--- src/rtl/alu_pkg.sv ---
// Shared ALU definitions: op codes, request struct and default operand width.
package alu_pkg;

    localparam int unsigned W = 32;

    typedef logic [3:0] alu_op_t;

    localparam alu_op_t ALU_AND = 4'b0000;
    localparam alu_op_t ALU_OR  = 4'b0001;
    localparam alu_op_t ALU_ADD = 4'b0010;
    localparam alu_op_t ALU_SLL = 4'b0011;
    localparam alu_op_t ALU_SRL = 4'b0100;
    localparam alu_op_t ALU_SRA = 4'b0101;
    localparam alu_op_t ALU_SUB = 4'b0110;
    localparam alu_op_t ALU_XOR = 4'b1010;

    typedef struct packed {
        alu_op_t        op;
        logic [W-1:0]   a;
        logic [W-1:0]   b;
        logic [4:0]     shamt;
    } alu_req_t;

endpackage

--- src/rtl/alu_arbiter_if.sv ---
// One requester's request/response channel pair into the shared ALU slot.
interface alu_arbiter_if
    import alu_pkg::*;
#(
    parameter int unsigned W = alu_pkg::W
);
    logic           req_valid;
    logic           req_ready;
    logic [3:0]     req_op;
    logic [W-1:0]   req_a;
    logic [W-1:0]   req_b;
    logic [4:0]     req_shamt;
    logic           rsp_valid;
    logic           rsp_ready;
    logic [W-1:0]   rsp_result;
    logic           rsp_zero;

    modport master (
        output req_valid, req_op, req_a, req_b, req_shamt, rsp_ready,
        input  req_ready, rsp_valid, rsp_result, rsp_zero
    );

    modport slave (
        input  req_valid, req_op, req_a, req_b, req_shamt, rsp_ready,
        output req_ready, rsp_valid, rsp_result, rsp_zero
    );
endinterface

--- src/rtl/alu_exec.sv ---
// Purely combinational ALU op evaluation; zero flag reports A == B for every op.
module alu_exec
    import alu_pkg::*;
#(
    parameter int unsigned W = alu_pkg::W
) (
    input  logic [3:0]   op_i,
    input  logic [W-1:0] a_i,
    input  logic [W-1:0] b_i,
    input  logic [4:0]   shamt_i,
    output logic [W-1:0] result_o,
    output logic         zero_o
);

    always_comb begin
        result_o = '0;
        case (op_i)
            ALU_AND: result_o = a_i & b_i;
            ALU_OR:  result_o = a_i | b_i;
            ALU_ADD: result_o = a_i + b_i;
            ALU_SLL: result_o = b_i << shamt_i;
            ALU_SRL: result_o = b_i >> shamt_i;
            ALU_SRA: result_o = W'($signed(b_i) >>> shamt_i);
            ALU_SUB: result_o = a_i - b_i;
            ALU_XOR: result_o = a_i ^ b_i;
            default: result_o = '0;
        endcase
    end

    assign zero_o = (a_i == b_i);

endmodule

--- src/rtl/alu_arbiter.sv ---
// Round-robin share of one ALU between two requesters, each with a one-entry response buffer.
// Optional grant counters are built when ALU_STATS_EN is defined.
module alu_arbiter
    import alu_pkg::*;
#(
    parameter int unsigned W     = alu_pkg::W,
    parameter int unsigned CNT_W = 16
) (
    input  logic              clk,
    input  logic              rst,
    alu_arbiter_if.slave      port0_if,
    alu_arbiter_if.slave      port1_if
`ifdef ALU_STATS_EN
    ,
    output logic [CNT_W-1:0]  stat_grants_0,
    output logic [CNT_W-1:0]  stat_grants_1
`endif
);

    logic [1:0]        req_valid, rsp_ready, elig, gnt;
    logic [1:0]        rsp_valid_q, rsp_valid_d;
    logic [1:0]        zero_q, zero_d;
    logic [1:0][W-1:0] result_q, result_d;
    logic              ptr_q, ptr_d;

    logic [3:0]        op_sel;
    logic [W-1:0]      a_sel, b_sel;
    logic [4:0]        shamt_sel;
    logic [W-1:0]      alu_result;
    logic              alu_zero;

    assign req_valid = {port1_if.req_valid, port0_if.req_valid};
    assign rsp_ready = {port1_if.rsp_ready, port0_if.rsp_ready};

    // A full buffer may take a new request only in the cycle it drains.
    always_comb begin
        elig = req_valid & (~rsp_valid_q | rsp_ready);
        gnt  = 2'b00;
        if (elig == 2'b11) begin
            gnt[ptr_q] = 1'b1;
        end else begin
            gnt = elig;
        end
    end

    assign port0_if.req_ready = gnt[0];
    assign port1_if.req_ready = gnt[1];

    always_comb begin
        op_sel    = port0_if.req_op;
        a_sel     = port0_if.req_a;
        b_sel     = port0_if.req_b;
        shamt_sel = port0_if.req_shamt;
        if (gnt[1]) begin
            op_sel    = port1_if.req_op;
            a_sel     = port1_if.req_a;
            b_sel     = port1_if.req_b;
            shamt_sel = port1_if.req_shamt;
        end
    end

    alu_exec #(
        .W (W)
    ) u_exec (
        .op_i     (op_sel),
        .a_i      (a_sel),
        .b_i      (b_sel),
        .shamt_i  (shamt_sel),
        .result_o (alu_result),
        .zero_o   (alu_zero)
    );

    always_comb begin
        rsp_valid_d = gnt | (rsp_valid_q & ~rsp_ready);
        result_d    = result_q;
        zero_d      = zero_q;
        for (int i = 0; i < 2; i++) begin
            if (gnt[i]) begin
                result_d[i] = alu_result;
                zero_d[i]   = alu_zero;
            end
        end
        ptr_d = ptr_q;
        if (gnt[0]) begin
            ptr_d = 1'b1;
        end else if (gnt[1]) begin
            ptr_d = 1'b0;
        end
    end

    always_ff @(posedge clk or posedge rst) begin
        if (rst) begin
            rsp_valid_q <= '0;
            result_q    <= '0;
            zero_q      <= '0;
            ptr_q       <= 1'b0;
        end else begin
            rsp_valid_q <= rsp_valid_d;
            result_q    <= result_d;
            zero_q      <= zero_d;
            ptr_q       <= ptr_d;
        end
    end

    assign port0_if.rsp_valid  = rsp_valid_q[0];
    assign port0_if.rsp_result = result_q[0];
    assign port0_if.rsp_zero   = zero_q[0];
    assign port1_if.rsp_valid  = rsp_valid_q[1];
    assign port1_if.rsp_result = result_q[1];
    assign port1_if.rsp_zero   = zero_q[1];

`ifdef ALU_STATS_EN
    logic [1:0][CNT_W-1:0] cnt_q, cnt_d;

    always_comb begin
        cnt_d = cnt_q;
        for (int i = 0; i < 2; i++) begin
            if (gnt[i] && (cnt_q[i] != {CNT_W{1'b1}})) begin
                cnt_d[i] = cnt_q[i] + 1'b1;
            end
        end
    end

    always_ff @(posedge clk or posedge rst) begin
        if (rst) begin
            cnt_q <= '0;
        end else begin
            cnt_q <= cnt_d;
        end
    end

    assign stat_grants_0 = cnt_q[0];
    assign stat_grants_1 = cnt_q[1];
`else
    logic unused_cnt_w;
    assign unused_cnt_w = ^CNT_W;
`endif

endmodule

--- src/flat_wrapper.sv ---
// flat-port wrapper written by rule: the top's interface ports become plain ports
module alu_arbiter_flat import alu_pkg::*;
#(
    parameter int unsigned W     = alu_pkg::W,
    parameter int unsigned CNT_W = 16
)
  (clk, rst, port0_if_req_valid, port0_if_req_op, port0_if_req_a, port0_if_req_b, port0_if_req_shamt, port0_if_rsp_ready, port0_if_req_ready, port0_if_rsp_valid, port0_if_rsp_result, port0_if_rsp_zero, port1_if_req_valid, port1_if_req_op, port1_if_req_a, port1_if_req_b, port1_if_req_shamt, port1_if_rsp_ready, port1_if_req_ready, port1_if_rsp_valid, port1_if_rsp_result, port1_if_rsp_zero);
  alu_arbiter_if #(.W(W)) port0_if_i ();
  alu_arbiter_if #(.W(W)) port1_if_i ();
  input  logic clk;
  input  logic rst;
  input wire logic [$bits(port0_if_i.req_valid)-1:0] port0_if_req_valid;
  input wire logic [$bits(port0_if_i.req_op)-1:0] port0_if_req_op;
  input wire logic [$bits(port0_if_i.req_a)-1:0] port0_if_req_a;
  input wire logic [$bits(port0_if_i.req_b)-1:0] port0_if_req_b;
  input wire logic [$bits(port0_if_i.req_shamt)-1:0] port0_if_req_shamt;
  input wire logic [$bits(port0_if_i.rsp_ready)-1:0] port0_if_rsp_ready;
  output wire logic [$bits(port0_if_i.req_ready)-1:0] port0_if_req_ready;
  output wire logic [$bits(port0_if_i.rsp_valid)-1:0] port0_if_rsp_valid;
  output wire logic [$bits(port0_if_i.rsp_result)-1:0] port0_if_rsp_result;
  output wire logic [$bits(port0_if_i.rsp_zero)-1:0] port0_if_rsp_zero;
  input wire logic [$bits(port1_if_i.req_valid)-1:0] port1_if_req_valid;
  input wire logic [$bits(port1_if_i.req_op)-1:0] port1_if_req_op;
  input wire logic [$bits(port1_if_i.req_a)-1:0] port1_if_req_a;
  input wire logic [$bits(port1_if_i.req_b)-1:0] port1_if_req_b;
  input wire logic [$bits(port1_if_i.req_shamt)-1:0] port1_if_req_shamt;
  input wire logic [$bits(port1_if_i.rsp_ready)-1:0] port1_if_rsp_ready;
  output wire logic [$bits(port1_if_i.req_ready)-1:0] port1_if_req_ready;
  output wire logic [$bits(port1_if_i.rsp_valid)-1:0] port1_if_rsp_valid;
  output wire logic [$bits(port1_if_i.rsp_result)-1:0] port1_if_rsp_result;
  output wire logic [$bits(port1_if_i.rsp_zero)-1:0] port1_if_rsp_zero;
  assign port0_if_i.req_valid = port0_if_req_valid;
  assign port0_if_i.req_op = port0_if_req_op;
  assign port0_if_i.req_a = port0_if_req_a;
  assign port0_if_i.req_b = port0_if_req_b;
  assign port0_if_i.req_shamt = port0_if_req_shamt;
  assign port0_if_i.rsp_ready = port0_if_rsp_ready;
  assign port0_if_req_ready = port0_if_i.req_ready;
  assign port0_if_rsp_valid = port0_if_i.rsp_valid;
  assign port0_if_rsp_result = port0_if_i.rsp_result;
  assign port0_if_rsp_zero = port0_if_i.rsp_zero;
  assign port1_if_i.req_valid = port1_if_req_valid;
  assign port1_if_i.req_op = port1_if_req_op;
  assign port1_if_i.req_a = port1_if_req_a;
  assign port1_if_i.req_b = port1_if_req_b;
  assign port1_if_i.req_shamt = port1_if_req_shamt;
  assign port1_if_i.rsp_ready = port1_if_rsp_ready;
  assign port1_if_req_ready = port1_if_i.req_ready;
  assign port1_if_rsp_valid = port1_if_i.rsp_valid;
  assign port1_if_rsp_result = port1_if_i.rsp_result;
  assign port1_if_rsp_zero = port1_if_i.rsp_zero;
  alu_arbiter #(.W(W), .CNT_W(CNT_W)) u_core (.clk(clk), .rst(rst), .port0_if(port0_if_i), .port1_if(port1_if_i));
endmodule
--- config.mk ---
export PLATFORM = sky130hd
export DESIGN_NAME = alu_arbiter_flat
export DESIGN_NICKNAME = d
export VERILOG_FILES = /design/src/rtl/alu_pkg.sv /design/src/rtl/alu_arbiter_if.sv /design/src/rtl/alu_exec.sv /design/src/rtl/alu_arbiter.sv /design/src/flat_wrapper.sv
export SDC_FILE = /design/constraint.sdc
export NUM_CORES = 1
export LEC_CHECK = 0
export BUFFER_PORTS_ARGS = -buffer_cell sky130_fd_sc_hd__buf_2
export CAP_MARGIN = 20
export CELL_PAD_IN_SITES_DETAIL_PLACEMENT = 0
export CELL_PAD_IN_SITES_GLOBAL_PLACEMENT = 1
export CORE_ASPECT_RATIO = 1.75
export CORE_MARGIN = 4
export CORE_UTILIZATION = 30
export CTS_CLUSTER_DIAMETER = 60
export DETAILED_ROUTE_END_ITERATION = 8
export PLACE_DENSITY_LB_ADDON = 0.1
export SETUP_SLACK_MARGIN = 0.4
export SYNTH_ARGS = -nofsm -noshare
export SYNTH_HDL_FRONTEND = slang
export SYNTH_SLANG_ARGS = --single-unit
--- constraint.sdc ---
create_clock -name clk -period 7.4 [get_ports clk]
set_clock_uncertainty 0.2 [all_clocks]
set_input_delay 1.48 -clock clk [delete_from_list [all_inputs] [get_ports clk]]
set_output_delay 1.48 -clock clk [all_outputs]
set_load 0.01 [all_outputs]
Yosys cells after proc, flatten, opt, wreduce, memory -nomap -nowiden
Index checks and enable logic that the tools add are counted.
{"block": "word_totals", "regBits": 69, "input_bits": 152}
{"block": "classes", "n_addsub": 2, "n_lt_le_gt_ge": 2, "eq_ne": 9, "shift": 3, "n_mux": 10, "bitwise": 9, "reduce_logical": 3}
{"cell": "32-bit case mux with 8 select lines", "n": 1}
{"cell": "32-bit two-way mux", "n": 2}
{"cell": "32-bit adder", "n": 1}
{"cell": "32-bit AND", "n": 1}
{"cell": "32-bit equality test", "n": 1}
{"cell": "32-bit bitwise OR", "n": 1}
{"cell": "32-bit by 5-bit << shifter with 32-bit output", "n": 1}
{"cell": "32-bit by 5-bit >> shifter with 32-bit output", "n": 1}
{"cell": "32-bit by 5-bit >>> shifter with 32-bit output", "n": 1}
{"cell": "32-bit subtractor", "n": 1}
{"cell": "32-bit XOR", "n": 1}
{"cell": "4-bit by 3-bit equality test with 1-bit output, second input constant", "n": 3}
{"cell": "4-bit by 2-bit equality test with 1-bit output, second input constant", "n": 2}
{"cell": "5-bit two-way mux", "n": 1}
{"cell": "2-bit AND", "n": 2}
{"cell": "4-bit by 1-bit equality test with 1-bit output, second input constant", "n": 1}
{"cell": "4-bit equality test, second input constant", "n": 1}
{"cell": "4-bit zero test", "n": 1}
{"cell": "4-bit two-way mux", "n": 1}
{"cell": "2-bit inverter", "n": 2}
{"cell": "2-bit bitwise OR", "n": 2}
{"cell": "1-bit two-way mux", "n": 3}
{"cell": "2-bit equality test, second input constant", "n": 1}
{"cell": "1-bit by 2-bit < comparator with 1-bit output, second input constant", "n": 1}
{"cell": "5 further kinds", "n": 5}

Longest topological paths before layout
{"block": "depth", "ltp_word": 8, "ltp_mapped": 23, "depth_no_buf": 16}

Modules after synthesis
Synthesis repeated with hierarchy kept, for this count alone.
{"block": "unflattened", "hier_cells": 1549, "hier_area_um2": 12690.9}
{"mod": "alu_exec", "instances": 1, "cells_per_inst": 1313, "area_each_um2": 9201.3}
{"mod": "alu_arbiter", "instances": 1, "cells_per_inst": 236, "area_each_um2": 3489.6}

Worst setup path after synthesis
OpenSTA, ideal clock, no wires.
{"block": "synth_path", "path_type": "input port to flip-flop", "startpoint": "input port port1_if_rsp_ready", "endpoint": "register u_core.result_q, in the netlist u_core.port1_if.rsp_result[14]", "t_arrival_ps": 6340, "t_required_ps": 7075, "slack_ps": 735, "path_stages": 21, "path_buffers": 7, "path_cell_list": "nor2b_1 > a211o_1 > buf_6 > buf_4 > buf_4 > buf_2 > buf_2 > clkbuf_1 > buf_2 > mux2i_1 > inv_1 > ha_1 > fa_1 > a211oi_1 > nor4_1 > a211oi_1 > o21ai_0 > xor2_1 > a221o_1 > a221o_1 > mux2_2"}
{"block": "synth_via", "elab_chain_len": 7, "elab_cells_between_ends": 25, "classes_between": "add/sub (2); eq/ne (8); shift (3); mux (6); bitwise (5); reduce/logical (1)"}
{"element": "start, declared", "line_no": "flat_wrapper.sv:27", "source": "input wire logic [$bits(port1_if_i.rsp_ready)-1:0] port1_if_rsp_ready;"}
{"element": "2-bit bitwise OR (*)", "line_no": "alu_arbiter.sv:37", "source": "elig = req_valid & (~rsp_valid_q | rsp_ready);"}
{"element": "2-bit AND (*)", "line_no": "alu_arbiter.sv:37"}
{"element": "2-bit equality test", "line_no": "alu_arbiter.sv:39", "source": "if (elig == 2'b11) begin"}
{"element": "2-bit two-way mux (*)", "line_no": "alu_arbiter.sv:39"}
{"element": "32-bit two-way mux, or another cell as far along", "line_no": "alu_arbiter.sv:54", "source": "if (gnt[1]) begin"}
{"element": "32-bit subtractor, or another cell as far along", "line_no": "alu_exec.sv:24", "source": "ALU_SUB: result_o = a_i - b_i;"}
{"element": "32-bit case mux with 8 select lines", "line_no": "alu_exec.sv:17", "source": "case (op_i)"}
{"element": "end signal, assigned", "line_no": "alu_arbiter.sv:99", "source": "result_q <= result_d;"}
{"element": "end, declared", "line_no": "alu_arbiter.sv:23", "source": "logic [1:0][W-1:0] result_q, result_d;"}
Mark *: on every way between the ends. The rest lies on a longest branch, timed or not.
A chain may end at the register's enable or synchronous reset.

Worst setup path after layout
{"block": "layout_path", "startpoint": "input port port1_if_rsp_ready", "endpoint": "register u_core.result_q, in the netlist u_core.port0_if.rsp_result[28]"}
Same word-level chain as after synthesis.

==> impl_metrics.yaml <==
clock_tree:
  clk_latency_ns: 0.34
  path_clk_slew_ns: 0.06
  h-tree-depth: 3
  numCtsBuffers: 9
  clock_sinks: 69
  cts_max_path_buffers: 2
  cts_tree: "yes"
  root_buffer: "clkbuf_16"
floorplan:
  die_y_um: 308
  fp-row-count: 109
  initial_core_util: 0.304
  core_area_mm2: 0.0506
  io_pins: 222
  dieArea_mm2: 0.0551
  die_x_um: 179
detailed_routing:
  vias: 17600
  drt_iter0_markers: 1262
  drt_pass1_iterations: 5
  wl_per_cell_um: 29.4
  via_per_inst: 6.02
  postRouteAntennaNets: 0
  wl_mm: 86.0
  drcViolationCount: 0
placed_design:
  io_buffers: 221
  hpwl_mm: 70.1
  place_inst: 2911
  routabilityCongestion: 0.975
sta:
  period_share: 0.906
  period_minus_slack_ns: 6.70
  rsz0062_at_grt: "true"
  slew_headroom: 0.306
  fmax_mhz: 149
  setup_viol: 0
  hold_viol: 0
  slew_violations: 0
  tightest_slew_ns: 1.03
logic_synthesis:
  ys_seq_elements: 69
  synth_cells: 2106
  ys_types: 89
  synth_area_per_cell_um2: 7.31
  yosysWarnings: 0
  syn-cell-area_mm2: 0.0154
  synthArstFlopShare: 1.00
  synth_ff_type: "dfrtp_1"
  syn_nets: 2360
  synth_edf_count: 0
  seq_area_frac_synth: 0.112
setup_path:
  crit_slowest_cell: "ha_1"
  path_class: "primary input to flop"
  endpoint_kind: "flop"
  path_cells: "buf_2, nor2b_1, a211o_4, buf_12, buf_12, mux2i_1, inv_1, ha_1, nor2_1, nand4_1, inv_1, a2111oi_0, o41ai_1, buf_4, a221o_1, mux2i_1, nand2_1, a31oi_1"
  slowest_delay_ns: 0.62
  critPathLaunchType: "primary input"
  required_ns: 7.46
  worstPathArrival_ns: 6.76
  cp_max_fo: 93
final_layout:
  antennaDiodeCount: 0
  drive_above_1_share: 0.204
  fin_cells: 2927
  synthToLayoutAreaGrowth_pct: 13.6
  n_fill_cell: 5589
  final_util: 0.346
  num-nets-final: 2510
power:
  power_density_mw_per_mm2: 205
  p_leak_uw: 0.00806
  peakVddDrop_v: 0.000237
grt:
  grt_max_degree: 94
  grt_pass1_vias: 17900
  grt.total_usage: 0.302
  grt-ovfl-total: 0
  grt_pass1_wl_mm: 124
  antenna_found_initial: 0
run:
  drv_cap: 0
run_status:
  status: "complete, no violations"
worst_hold_path:
  worstHoldPathType: "flop to flop"
-- worst paths after layout --
| check | start | slack [ns] | endpoint | cells past startpoint |
|---|---|---|---|---|
| max | port1_if_rsp_ready | 0.70 | u_core.port0_if.rsp_result[28]$_DFFE_PP0P_ | 18 |
| min | u_core.port1_if.rsp_result[22]$_DFFE_PP0N_ | 0.28 | u_core.port1_if.rsp_result[22]$_DFFE_PP0N_ | 2 |
| max reg2reg | u_core.ptr_q$_DFFE_PP0P_ | 1.54 | u_core.port0_if.rsp_result[28]$_DFFE_PP0P_ | 17 |
| min reg2reg | u_core.port1_if.rsp_result[22]$_DFFE_PP0N_ | 0.28 | u_core.port1_if.rsp_result[22]$_DFFE_PP0N_ | 2 |
| max in group asynchronous | rst | 5.20 | u_core.port0_if.rsp_result[6]$_DFFE_PP0P_ | 3 |
| min in group asynchronous | rst | 1.17 | u_core.port1_if.rsp_result[30]$_DFFE_PP0N_ | 3 |
-- synth_stat cells, drive strengths merged, types with 46 or more instances --
cell,n,area (um^2)
ha,100,1250
nor2,167,627
a21oi,137,689
clkbuf,70,263
o21ai,144,721
dfrtp,69,1730
buf,74,435
mux2i,225,2280
nand2,346,1310
nor3,46,235
mux2,104,1180
inv,103,389
-- sequential cells by signal, indices dropped and copies added, names as in the netlist --
signal / count
u_core.port0_if.rsp_result: 32
u_core.rsp_valid_q: 2
u_core.ptr_q: 1
u_core.zero_q: 2
u_core.port1_if.rsp_result: 32
-- critical path: cells and delay by family --
| kind | cells | cell delay [ns] |
|---|---|---|
| AND/OR/NAND/NOR | 4 | 0.85 |
| buffers and inverters | 6 | 1.31 |
| AO/OA/AOI/OAI | 5 | 1.63 |
| adder cells (fa/ha/maj) | 1 | 0.62 |
| multiplexers | 2 | 0.72 |
-- power breakdown --
group,switching (uW),internal (uW)
clock,176,262
combinational,1690,868
sequential,78.9,510
total,1950,1640
-- layout by cell type (no fill, tap or decap), drive strengths merged, types with 32 or more instances in the layout --
cell type / count
a211oi: 40
a21oi: 137
a31oi: 32
buf: 283
dfrtp: 69
ha: 100
inv: 104
mux2: 104
mux2i: 225
nand2: 346
nand3: 32
nor2: 167
nor3: 46
o211ai: 32
o21ai: 144
-- repair_timing --
item,in CTS,in global routing
endpoints found under the hold margin,0,0
hold buffers,0,0
buffers inserted,0,0
resized for setup,1,2
setup endpoints to repair,1,3
-- layer usage --
metal | share of wire | vias to the layer above | GRT usage
met2 | 0.51 | 719 | 0.544
met4 | 0.061 | 0 | 0.157
met5 | 0 | - | 0
li1 | - | 8036 | -
met1 | 0.38 | 8658 | 0.351
met3 | 0.049 | 203 | 0.0260
-- stage by stage --
| step | hold slack, ns | cell area [um^2] | power, uW | TNS (ns) | setup slack (ns) |
|---|---|---|---|---|---|
| floorplan | 0.263 | 15400 | 2110 | 0 | 0.735 |
| global placement | 0.261 | 17200 | 3120 | -0.556 | -0.278 |
| detailed placement | 0.269 | 17200 | 3110 | 0 | 0.0122 |
| CTS | 0.286 | 17500 | 3580 | 0 | 0.708 |
| global route | 0.306 | 17500 | 3820 | 0 | 0.397 |
| finish | 0.282 | 17500 | 3590 | 0 | 0.695 |
-- kinds of logic after synthesis --
group           count (synthesis)  share of synthesized area
compound gates                589                      0.250
xor+xnor                       24                     0.0137
fa+ha+maj                     102                     0.0839
buf+inv                       248                     0.0709
flops                          69                      0.112
mux                           354                      0.262
simple gates                  720                      0.207
-- layout make-up --
class / count / area (um^2) / area share
clock buffer: 9 / 225 / 0.0129
clock inverter: 7 / 73.8 / 0.00422
inverter: 104 / 393 / 0.0225
multi-input combinational: 1789 / 12600 / 0.722
sequential: 69 / 1730 / 0.0987
tap: 666 / 833 / 0.0476
timing repair buffer: 283 / 1620 / 0.0924
Note: power is estimated with default switching activity, not from simulation.
